## config.mk

```make
export PLATFORM = sky130hd
export DESIGN_NAME = mult_shift_add
export DESIGN_NICKNAME = d
export VERILOG_FILES = /design/src/rtl/mult_shift_add.sv
export SDC_FILE = /design/constraint.sdc
export NUM_CORES = 1
export LEC_CHECK = 0
export ABC_AREA = 1
export BUFFER_PORTS_ARGS = -buffer_cell sky130_fd_sc_hd__buf_2
export CORE_ASPECT_RATIO = 1.5
export CORE_MARGIN = 4
export CORE_UTILIZATION = 55
export CTS_CLUSTER_DIAMETER = 60
export DETAILED_ROUTE_END_ITERATION = 8
export GPL_TIMING_DRIVEN = 0
export PLACE_DENSITY = 0.83
export RECOVER_POWER = 100
export SYNTH_ARGS = -nofsm -noshare
export SYNTH_HDL_FRONTEND = slang
export SYNTH_HIERARCHICAL = 1
export SYNTH_SLANG_ARGS = --single-unit
```

## constraint.sdc

```tcl
create_clock -name clk -period 5.75 [get_ports clk]
set_clock_uncertainty 0.05 [all_clocks]
set_input_delay 1.15 -clock clk [delete_from_list [all_inputs] [get_ports clk]]
set_output_delay 1.15 -clock clk [all_outputs]
set_load 0.02 [all_outputs]
```

## src/rtl/mult_shift_add.sv

```systemverilog
// Sequential shift-and-add unsigned multiplier with start/busy/done handshake.
// The per-iteration partial-product add is a WIDTH-bit ripple chain built
// from halfadder cells: one at bit 0, a halfadder pair plus OR on higher bits.

// Single-bit half adder cell.
module halfadder (
    input  logic x,
    input  logic y,
    output logic s,
    output logic c
);
    assign s = x ^ y;
    assign c = x & y;
endmodule

module mult_shift_add #(
    parameter int unsigned WIDTH = 8
) (
    input  logic                 clk,
    input  logic                 rst,
    input  logic                 start,
    input  logic [WIDTH-1:0]     a,
    input  logic [WIDTH-1:0]     b,
    output logic                 busy,
    output logic                 done,
    output logic [2*WIDTH-1:0]   p
);

    localparam int unsigned CW = (WIDTH > 2) ? $clog2(WIDTH) : 1;
    localparam logic [CW-1:0] CNT_LAST = CW'(WIDTH - 1);

    typedef enum logic [1:0] {
        IDLE,
        RUN,
        DONE
    } state_t;

    state_t               state, state_nxt;
    logic [CW-1:0]        cnt;
    logic [WIDTH-1:0]     mcand;
    logic [2*WIDTH-1:0]   acc;
    logic [2*WIDTH-1:0]   acc_nxt;
    logic [WIDTH:0]       sum;
    logic [WIDTH-1:0]     add_s;
    logic [WIDTH-1:0]     add_c;
    logic                 load;
    logic                 last;

    wire [WIDTH-1:0] acc_hi = acc[2*WIDTH-1:WIDTH];

    // Ripple chain: acc upper half + mcand, carry out kept in add_c[WIDTH-1].
    halfadder u_ha0 (
        .x (acc_hi[0]),
        .y (mcand[0]),
        .s (add_s[0]),
        .c (add_c[0])
    );

    for (genvar i = 1; i < WIDTH; i++) begin : g_ripple
        logic s1, c1, c2;
        halfadder u_ha_a (
            .x (acc_hi[i]),
            .y (mcand[i]),
            .s (s1),
            .c (c1)
        );
        halfadder u_ha_b (
            .x (s1),
            .y (add_c[i-1]),
            .s (add_s[i]),
            .c (c2)
        );
        assign add_c[i] = c1 | c2;
    end

    // Partial-product select and shifted accumulator value for this iteration.
    always_comb begin
        sum     = acc[0] ? {add_c[WIDTH-1], add_s} : {1'b0, acc_hi};
        acc_nxt = {sum, acc[WIDTH-1:1]};
    end

    // Next-state and handshake outputs.
    always_comb begin
        state_nxt = state;
        busy      = 1'b0;
        done      = 1'b0;
        load      = 1'b0;
        last      = (cnt == CNT_LAST);
        case (state)
            IDLE: begin
                if (start) begin
                    load      = 1'b1;
                    state_nxt = RUN;
                end
            end
            RUN: begin
                busy = 1'b1;
                if (last) state_nxt = DONE;
            end
            DONE: begin
                done = 1'b1;
                if (start) begin
                    load      = 1'b1;
                    state_nxt = RUN;
                end else begin
                    state_nxt = IDLE;
                end
            end
            default: state_nxt = IDLE;
        endcase
    end

    // State, datapath registers and result capture.
    always_ff @(posedge clk) begin
        if (rst) begin
            state <= IDLE;
            cnt   <= '0;
            mcand <= '0;
            acc   <= '0;
            p     <= '0;
        end else begin
            state <= state_nxt;
            if (load) begin
                mcand <= a;
                acc   <= {{WIDTH{1'b0}}, b};
                cnt   <= '0;
            end else if (state == RUN) begin
                acc <= acc_nxt;
                cnt <= cnt + 1'b1;
                // Capture the final shift directly so p is valid alongside done.
                if (last) p <= acc_nxt;
            end
        end
    end

endmodule

```

==> out/metrics.yaml <==
status:
  status: "finished, final reports clean"
critical_path:
  crit_fanout: 2
  critPathKind: "reg -> reg"
  timing.rr.start: "mcand[1]"
  startpoint_type: "flop"
  timing.rr.end: "p[14]"
  crit_path_end_kind: "flop"
  rrSetupSlack_ns: 1.45
  critPathArrivalTime_ns: 4.43
  r2r_cells: 16
  critPathRequiredTime_ns: 5.88
cells_and_area:
  final_net_count: 344
  drive_above_1_share: 0.142
  utilization: 0.673
  area_growth_pct: 15.1
  n_antenna_cell: 0
clock_tree:
  cts_post_setup_buffers_inserted: 0
  clk_path_buf_depth: 2
  ctsResizeCount: 0
  clk_latency_ns: 0.29
  tritoncts: "built"
  cts_root_buffer: "clkbuf_8"
  cts_hold_buf: 0
  clock_sinks: 45
  htreeDepth: 2
  cts_buffers: 5
  clkTransAtPathRegs_ns: 0.08
run:
  maxCapViolCount: 0
place:
  dp_hpwl_mm: 3.21
  portBuffers: 36
  place.gp.congestion: 0.767
sta:
  hold_violations: 0
  timing.setup.tns_ns: 0
  rsz0062_at_grt: "no"
  max_freq_mhz: 232
  slew_headroom: 0.463
  min_period_over_period: 0.748
  finalMaxSlewViolations: 0
  setup_viol: 0
  tightest_slew_ns: 0.803
  period_minus_slack_ns: 4.30
yosys:
  synth_seq_area_share: 0.438
  yosysWarnings: 6
  yosys-top-cells-area: "dfxtp_1, ha_1, o21ai_0, nor2_1, nand2_1"
  yosysTopAreaCell: "dfxtp_1"
  synth_top_family_by_area: "simple AND/OR/NAND/NOR gates"
  syn-cell-area_um2: 2060
  synthDominantCellAreaShare: 0.438
  ys_types: 22
  yosys.area_share.simple: 0.245
  synth_xor_area_frac: 0.00426
  synth-seq-cells: 45
  synthAdderAreaFrac: 0.103
  syn_area_per_cell_um2: 7.76
  synth_mux_area_frac: 0
  synth.net_count: 301
  synth-compound-area-share: 0.134
  postSynthCellCount: 265
drt:
  routed_wl_mm: 4.37
  first_iter_violations: 34
  viasPerCell: 5.16
  detail-route-antenna-nets: 0
  wl_per_cell_um: 12.5
  vias: 1812
  dr.pass1.iters: 4
  drc: 0
global_route:
  grt_max_degree: 14
  grt_pass1_wl_mm: 7.45
  grt_pass1_vias: 1677
  grt-ovfl-total: 0
  grt_antenna_before_repair: 0
  grt.total_usage: 0.195
power:
  ir_worst_vdd_mv: 0.235
  leakagePower_nw: 1.23
  power-per-cell-area_nw_per_um2: 279
floorplanning:
  die_h_um: 82.9
  rows: 26
  core_um2: 3510
  die_w_um: 57.9
  io_pins: 37
  design.die.area_um2: 4800
  start_util: 0.585
hold_path:
  min_path_type: "reg -> reg"
  holdPathStages: 2
  min_to: "cnt[1]"
  hold_path_startpoint: "cnt[1]"
==> layout by cell type, fill, tap and decap left out, types with 3 or more instances in the layout <==
cell type  synthesis  final
o21ai_0           42     43
a21oi_1           12     12
buf_2              3     20
nand3_1            7      7
clkbuf_8           0      6
clkbuf_1           2     22
inv_1             22     25
or2_2             11     11
buf_6              3      3
dfxtp_1           45     45
nand2_1           37     39
nor2_1            51     53
ha_1              17     17
==> per-layer routing <==
metal	vias to the layer above	wire (um)	share of wire	track usage
met3	10	226	0.052	0.0373
li1	934	-	-	-
met2	43	2260	0.52	0.340
met1	825	1800	0.41	0.233
met4	0	80	0.018	0.0633
met5	-	0	0	0
==> worst max path at each step <==
stage	start	end	slack, ns	cells past startpoint
floorplan	mcand[1]	p[14]	1.69	16
global placement	mcand[1]	p[14]	1.47	16
detailed placement	mcand[1]	p[14]	1.44	16
CTS	mcand[1]	p[14]	1.43	16
global route	mcand[1]	p[14]	1.29	16
finish	mcand[1]	p[14]	1.45	16
==> critical path: stages, from the launching register on <==
cell and delay, ns:
dfxtp_1 0.32, ha_1 0.29, ha_1 0.17, or2_2 0.29
ha_1 0.19, or2_2 0.29, ha_1 0.19, or2_2 0.29
ha_1 0.19, or2_2 0.30, ha_1 0.19, or2_2 0.29
ha_1 0.19, or2_2 0.30, ha_1 0.30, o21ai_0 0.27
o21ai_0 0.11
==> power by group <==
part / switching [W] / internal, W / total, W
logic: 0.0000500 / 0.0000304 / 0.0000804
clock network: 0.000102 / 0.000142 / 0.000244
registers: 0.00000967 / 0.000326 / 0.000336
total: 0.000162 / 0.000498 / 0.000660
==> registers in the layout, summed over array words and instances, names as in the netlist <==
signal / count
state: 2
acc: 16
p: 16
cnt: 3
mcand: 8
==> synth_stat cells <==
library cell	n
nor2_4	1
nand2_1	37
buf_6	3
inv_2	3
dfxtp_1	45
o21ai_0	42
or2_2	11
o21ai_1	1
nor2_2	1
nand2_2	2
nor2_1	51
xor2_1	1
clkbuf_1	2
nand3_1	7
inv_1	22
nand3b_1	1
clkbuf_2	1
buf_2	3
nor2_8	1
ha_1	17
a21oi_1	12
nand2_4	1
==> layout make-up <==
type                    instances  area, um^2
plain buffers                   9        61.3
clock buffers                   7        86.3
clock inverters                 1        30.0
fillers                       324        1150
inverters                      25        93.8
multi-input cells             186         985
flip-flops and latches         45         901
well taps                      42        52.6
repair buffers                 36         156
==> metrics by stage <==
stage	setup slack [ns]	hold slack, ns	instances	power [W]	cell area, um^2
floorplan	1.69	0.399	265	0.000399	2060
global placement	1.47	0.407	343	0.000422	2290
detailed placement	1.44	0.420	343	0.000425	2290
CTS	1.43	0.433	351	0.000664	2400
global route	1.29	0.459	351	0.000691	2370
finish	1.45	0.430	351	0.000660	2370
==> cells by family (layout without fill, tap and decap cells) <==
kind of cell	count (synthesis)	after routing
XOR/XNOR	1	1
AND/OR/NAND/NOR	113	113
adder cells (fa/ha/maj)	17	17
AO/OA/AOI/OAI	55	55
flip-flops	45	45
buffers and inverters	34	78
Note: power is estimated with default switching activity, not from simulation.
